`config.mk`:
```
export PLATFORM = sky130hd
export DESIGN_NAME = ultrasonido_multi
export DESIGN_NICKNAME = d
export VERILOG_FILES = /design/src/rtl/ultrasonido_multi.sv
export SDC_FILE = /design/constraint.sdc
export NUM_CORES = 1
export LEC_CHECK = 0
export ABC_AREA = 1
export CORE_MARGIN = 2
export CORE_UTILIZATION = 30
export CTS_CLUSTER_DIAMETER = 50
export DETAILED_ROUTE_END_ITERATION = 7
export GPL_ROUTABILITY_DRIVEN = 1
export GPL_TIMING_DRIVEN = 0
export SLEW_MARGIN = 25
export SYNTH_ARGS = -nofsm -noshare
export SYNTH_HDL_FRONTEND = slang
export SYNTH_SLANG_ARGS = --single-unit
```
`constraint.sdc`:
```
create_clock -name clk -period 4.47 [get_ports clk]
set_input_delay 0.447 -clock clk [delete_from_list [all_inputs] [get_ports clk]]
set_output_delay 0.447 -clock clk [all_outputs]
set_load 0.05 [all_outputs]
```
`src/rtl/ultrasonido_multi.sv`:
```
// Multi-channel ultrasonic ranger: one scan triggers each selected sensor in
// ascending order and measures its echo width in microsecond ticks.
// Channels are measured one after another, separated by a dead time.
module ultrasonido_multi #(
    parameter int N_CH       = 4,
    parameter int W          = 16,
    parameter int DIV        = 50,
    parameter int TRIG_US    = 12,
    parameter int TIMEOUT_US = 30000,
    parameter int GAP_US     = 60
) (
    input  logic                clk,
    input  logic                reset,
    input  logic                init,
    input  logic [N_CH-1:0]     ch_mask,
    input  logic [N_CH-1:0]     eco,
    output logic [N_CH-1:0]     trigger,
    output logic [N_CH*W-1:0]   tiempo,
    output logic [N_CH-1:0]     timeout,
    output logic                busy,
    output logic                done
);

    localparam int PW = (DIV > 1) ? $clog2(DIV) : 1;
    localparam int CW = (N_CH > 1) ? $clog2(N_CH) : 1;

    localparam logic [PW-1:0] PRESC_LAST = PW'(DIV - 1);
    localparam logic [W-1:0]  TRIG_LAST  = W'(TRIG_US - 1);
    localparam logic [W-1:0]  TO_LAST    = W'(TIMEOUT_US - 1);
    localparam logic [W-1:0]  TO_VAL     = W'(TIMEOUT_US);
    localparam logic [W-1:0]  GAP_LAST   = W'(GAP_US - 1);

    typedef enum logic [2:0] {
        IDLE,
        TRIG,
        WAIT_RISE,
        MEASURE,
        GAP,
        DONE
    } state_t;

    state_t              state_q;
    logic [N_CH-1:0]     eco_s1_q, eco_s2_q;
    logic [PW-1:0]       presc_q, presc_d;
    logic                tick;
    logic [N_CH-1:0]     mask_q;
    logic [CW-1:0]       ch_q;
    logic [W-1:0]        cnt_q;
    logic [N_CH-1:0]     trigger_q;
    logic [N_CH*W-1:0]   tiempo_q;
    logic [N_CH-1:0]     timeout_q;
    logic                busy_q, done_q;

    logic [CW-1:0]       first_ch, next_ch;
    logic                first_ok, next_ok;
    logic                echo_sel;

    // Two-flop synchroniser for the asynchronous echo inputs
    always_ff @(posedge clk) begin
        // NOTE: every register update uses <= so all flops sample the old values of their peers on the same edge.
        if (reset) begin
            eco_s1_q <= '0;
            eco_s2_q <= '0;
        end else begin
            eco_s1_q <= eco;
            eco_s2_q <= eco_s1_q;
        end
    end

    // Free-running prescaler producing a one-cycle tick every DIV clocks
    assign tick    = (presc_q == PRESC_LAST);
    assign presc_d = tick ? '0 : presc_q + 1'b1;

    always_ff @(posedge clk) begin
        if (reset) presc_q <= '0;
        else       presc_q <= presc_d;
    end

    // Lowest set channel of the live mask, and next set channel above ch_q in the latched mask
    always_comb begin
        // NOTE: defaults first so no path leaves a variable unassigned, which would infer a latch.
        first_ch = '0;
        first_ok = 1'b0;
        next_ch  = '0;
        next_ok  = 1'b0;
        for (int i = N_CH - 1; i >= 0; i--) begin
            if (ch_mask[i]) begin
                first_ch = CW'(i);
                first_ok = 1'b1;
            end
            if (mask_q[i] && (i > int'(ch_q))) begin
                next_ch = CW'(i);
                next_ok = 1'b1;
            end
        end
    end

    assign echo_sel = eco_s2_q[ch_q];

    // Scan sequencer with registered trigger, result and status outputs
    always_ff @(posedge clk) begin
        if (reset) begin
            state_q   <= IDLE;
            mask_q    <= '0;
            ch_q      <= '0;
            cnt_q     <= '0;
            trigger_q <= '0;
            tiempo_q  <= '0;
            timeout_q <= '0;
            busy_q    <= 1'b0;
            done_q    <= 1'b0;
        end else if (tick) begin
            case (state_q)
                IDLE: begin
                    if (init) begin
                        mask_q <= ch_mask;
                        cnt_q  <= '0;
                        if (first_ok) begin
                            ch_q      <= first_ch;
                            trigger_q <= N_CH'(1) << first_ch;
                            busy_q    <= 1'b1;
                            state_q   <= TRIG;
                        end else begin
                            done_q  <= 1'b1;
                            state_q <= DONE;
                        end
                    end
                end
                TRIG: begin
                    if (cnt_q == TRIG_LAST) begin
                        trigger_q <= '0;
                        cnt_q     <= '0;
                        state_q   <= WAIT_RISE;
                    end else begin
                        cnt_q <= cnt_q + 1'b1;
                    end
                end
                WAIT_RISE: begin
                    if (echo_sel) begin
                        cnt_q   <= '0;
                        state_q <= MEASURE;
                    end else if (cnt_q == TO_LAST) begin
                        tiempo_q[ch_q*W +: W] <= '1;
                        timeout_q[ch_q]       <= 1'b1;
                        cnt_q                 <= '0;
                        state_q               <= GAP;
                    end else begin
                        cnt_q <= cnt_q + 1'b1;
                    end
                end
                MEASURE: begin
                    if (!echo_sel) begin
                        tiempo_q[ch_q*W +: W] <= cnt_q;
                        timeout_q[ch_q]       <= 1'b0;
                        cnt_q                 <= '0;
                        state_q               <= GAP;
                    end else if (cnt_q == TO_LAST) begin
                        // Saturate instead of wrapping on an echo that never falls
                        tiempo_q[ch_q*W +: W] <= TO_VAL;
                        timeout_q[ch_q]       <= 1'b1;
                        cnt_q                 <= '0;
                        state_q               <= GAP;
                    end else begin
                        cnt_q <= cnt_q + 1'b1;
                    end
                end
                GAP: begin
                    if (cnt_q == GAP_LAST) begin
                        cnt_q <= '0;
                        if (next_ok) begin
                            ch_q      <= next_ch;
                            trigger_q <= N_CH'(1) << next_ch;
                            state_q   <= TRIG;
                        end else begin
                            busy_q  <= 1'b0;
                            done_q  <= 1'b1;
                            state_q <= DONE;
                        end
                    end else begin
                        cnt_q <= cnt_q + 1'b1;
                    end
                end
                DONE: begin
                    if (!init) begin
                        done_q  <= 1'b0;
                        state_q <= IDLE;
                    end
                end
                default: state_q <= IDLE;
            endcase
        end
    end

    assign trigger = trigger_q;
    assign tiempo  = tiempo_q;
    assign timeout = timeout_q;
    assign busy    = busy_q;
    assign done    = done_q;

endmodule

```
==> out/results.md <==
| Step | Result | Value |
|---|---|---|
| timing | Final period util | 0.623 |
| grt | Number of antenna violations at the first check in global routing | 0 |
| drt | Residual antenna-violating net count after detailed routing | 0 |
| floorplan | Horiz. Die Dim | 152 µm |
| power and ir drop | Power after layout | 1.91 mW |
| drt | Detailed-route wire length per cell | 13.9 µm |
| timing | Post-Route Skew | 11.8 ps |
| drt | Total number of vias | 6813 |
| setup path | Critical path class | reg2reg |
| cts | Gates resized, CTS repair | 0 |
| cts | Root Driver | sky130_fd_sc_hd__clkbuf_16 |
| cts | Count of buffers added by post-CTS timing repair for setup | 0 |
| finish | Diode insertion count for antenna repair | 0 |
| finish | Layout Area Growth over Synthesis | 22.6% |
| timing | Final number of max-transition violations | 0 |
| timing | RSZ-0062 raised after global routing | no |
| floorplan | Placeable Area | 21700 µm² |
| yosys | Yosys reg bits | 112 |
| timing | Final Hold Vio Count | 0 |
| setup path | Data arrival time of the critical path | 3080 ps |
| drt | Detailed-route wire length | 20500 µm |
| timing | Number of failing setup endpoints in the final timing report | 0 |
| grt | Overall Global Routing Usage | 0.177 |
| grt | Global-route wire length before repair | 33300 µm |
| yosys | Count of flip-flops with a built-in enable after synthesis | 0 |
| placed design | Placed standard-cell area | 7780 µm² |
| timing | Worst-case headroom to the max-slew limit | 0.452 |
| cts | H-tree depth reported by CTS | 3 |
| floorplan | Die Ht | 152 µm |
| setup path | CP bufs+invs | 5 |
| yosys | Number of synthesis warnings | 0 |
| power and ir drop | Switching part of the total | 0.231 |
| setup path | Data required time at the worst endpoint | 4770 ps |
| job | Total of max-cap violations | 0 |
| timing | Measured slew at the worst slew-check pin | 822 ps |
| grt | Gr ovfl total | 0 |
| yosys | Instance count of the mapped netlist | 1098 |
| setup path | Largest fanout of any net on the critical path | 10 |
| setup path | Cells traversed along the worst timing path | buf_4 -> inv_2 -> ha_1 -> inv_1 -> nor3_1 -> inv_1 -> clkbuf_1 -> nor2_1 -> a21oi_1 -> nand4_1 -> nand2_1 -> nor2_1 |
| power and ir drop | Max rail drop VDD | 0.000159 V |
| drt | Per-cell via count in the routed design | 4.61 |
| setup path | Slowest stage cell on the critical path | sky130_fd_sc_hd__nor3_1 |
| finish | Proportion of layout cells with a drive suffix above 1 | 0.0551 |
| placed design | Final weighted congestion of routability-driven global placement | 0.979 |
| setup path | Number of cells on the critical path | 12 |
| cts | CTS Sinks | 112 |
| setup path | Largest stage delay on the critical path | 450 ps |
| placed design | Input/output buffers | 84 |
| yosys | Synth Area per Inst | 6.00 µm² |
| setup path | Category of the worst setup path launch point | register |
| timing | Summed negative setup slack over all endpoints | 0 ps |
| yosys | Sequential area share after synthesis | 0.340 |
| placed design | Total half-perimeter wirelength after legalization and detailed placement | 15800 µm |
| setup path | R2r worst-path depth | 12 |
| floorplan | Initial Utilization | 0.304 |
| cts | Clock tree from TritonCTS | built |
| yosys | Top flip-flop cell by instance count after synthesis | sky130_fd_sc_hd__dfxtp_1 |
| run status | Result of the run | finished, final reports clean |
| yosys | Net Count, Synth | 1117 |
| grt | Vias in the first global route | 6252 |
| power and ir drop | Share of total power in sequential cells | 0.527 |
| power and ir drop | Combinational power share | 0.036 |
| power and ir drop | Cell leakage power | 3.64 nW |
| power and ir drop | Internal power | 1.47 mW |
| min path | Worst Hold Depth | 2 |
| drt | Remaining design rule violation count | 0 |
| cts | Clock latency of the later-clocked register in the worst-skew pair | 370 ps |
| finish | Post-route cell area | 8070 µm² |
| yosys | Share of synthesized registers carrying an async set or reset | 0 |
| power and ir drop | Net Sw Power | 0.441 mW |
| finish | Commonest cells after routing, fill and taps aside | sky130_fd_sc_hd__nand2_1 (288), sky130_fd_sc_hd__inv_1 (198), sky130_fd_sc_hd__nor2_1 (197) |
| power and ir drop | Clock network fraction of total power | 0.437 |
| setup path | CP endpoint kind | register |
| cts | Number of buffers added to fix hold violations after cts | 0 |
| grt | Largest net degree at the start of global routing | 19 |
| power and ir drop | PD cells | 236 nW/µm² |
| setup path | Cell family with the largest share of critical-path delay | buffers and inverters |
| finish | Most common cell after layout, fill and taps aside | sky130_fd_sc_hd__nand2_1 |
| yosys | Distinct cell type count of the synthesized netlist | 36 |
| floorplan | Total number of placement rows | 54 |
| drt | Iteration-0 DRC count of the detailed router | 504 |
| min path | Class of the worst hold path | reg2reg |
| floorplan | I/O pin count | 85 |
| cts | Inserted Clock Buffers | 9 |
| drt | Number of optimization iterations in the first detailed-route pass | 5 |
| finish | Number of nets in the final layout | 1212 |
| timing | Final critical-path required period | 2780 ps |
| floorplan | Die area | 23200 µm² |
| cts | Clock slew at the register clock pins of the worst setup and hold paths | 70 ps |
| timing | Max Freq | 0.359 GHz |
| yosys | Netlist Area Pre-Place | 6590 µm² |
| cts | Maximum count of clock buffers along a single path | 2 |
==> cells in the mapped netlist, drive strengths merged (2+ instances only) <==
cell type,count,area share
a21oi,40,0.030
xor2,3,0.0040
nor3,15,0.013
clkinv,3,0.0017
nand4,55,0.052
nor3b,2,0.0023
nand2,294,0.17
buf,26,0.023
a31oi,18,0.017
o21ai,18,0.014
nor2,200,0.12
dfxtp,112,0.34
inv,205,0.12
clkbuf,20,0.011
a211oi,2,0.0023
nand3,69,0.061
ha,8,0.015
or2,2,0.0019
==> metal layers <==
metal / track usage / part of all wire
met2: 0.285 / 0.45
met5: 0 / 0
met4: 0.0565 / 0.024
met3: 0.0341 / 0.065
met1: 0.240 / 0.46
==> flip-flops by register name (all words and copies together) (netlist names) <==
signal and count:
busy 1, ch_q 2, cnt_q 16, done 1
eco_s1_q 4, eco_s2_q 4, mask_q 3, presc_q 6
state_q 3, tiempo 64, timeout 4, trigger 4
==> power by group through the flow <==
| stage | sequential (mW) | combinational, mW | clock [mW] |
|---|---|---|---|
| 3_3_place_gp | 1.03 | 0.0683 | 0 |
| 4_1_cts | 1.00 | 0.0687 | 0.861 |
| 5_1_grt | 1.01 | 0.0773 | 0.901 |
| 2_1_floorplan | 1.03 | 0.0411 | 0 |
| 3_5_place_dp | 1.03 | 0.0686 | 0 |
| 6_report | 1.00 | 0.0684 | 0.834 |
==> layout make-up <==
cell class                      count  area, µm²
Fill cell                        2402      13600
Multi-Input combinational cell    732       3340
Sequential cell                   112       2240
Timing Repair Buffer               84        841
Inverter                          208        781
Tap cell                          280        350
Clock buffer                       10        229
Buffer                             46        226
Clock inverter                      6       66.3
==> worst reg2reg max path, cell delays in order, from the launching register on <==
cell and delay, ps:
sky130_fd_sc_hd__dfxtp_1 330, sky130_fd_sc_hd__buf_4 170, sky130_fd_sc_hd__inv_2 170, sky130_fd_sc_hd__ha_1 370, sky130_fd_sc_hd__inv_1 200, sky130_fd_sc_hd__nor3_1 450, sky130_fd_sc_hd__inv_1 190, sky130_fd_sc_hd__clkbuf_1 290
sky130_fd_sc_hd__nor2_1 160, sky130_fd_sc_hd__a21oi_1 80, sky130_fd_sc_hd__nand4_1 110, sky130_fd_sc_hd__nand2_1 90, sky130_fd_sc_hd__nor2_1 100
==> cells by family (layout without fill, tap and decap cells) <==
logic type	count (synthesis)	after routing	synth area share
compound gates	82	82	0.0682
buf+inv	254	354	0.153
xor+xnor	4	4	0.00532
flops	112	112	0.340
fa+ha+maj	8	8	0.0152
simple gates	638	638	0.418
==> metrics by stage <==
stage	std cells	utilization	worst slack, ps	hold WS, ps
2_1_floorplan	1098	-	2440	388
3_3_place_gp	1462	0.359	1820	394
3_5_place_dp	1462	0.359	1810	392
4_1_cts	1478	0.372	1780	403
5_1_grt	1478	0.372	1550	418
6_report	1478	0.372	1690	403
==> path summary, 6_finish.rpt <==
path,startpoint,to,slack [ps]
max,ch_q[0],tiempo[7],1690
min,eco_s1_q[1],eco_s2_q[1],400
max reg2reg,ch_q[0],tiempo[7],1690
min reg2reg,eco_s1_q[1],eco_s2_q[1],400
Power figures use the tool's default switching activity.
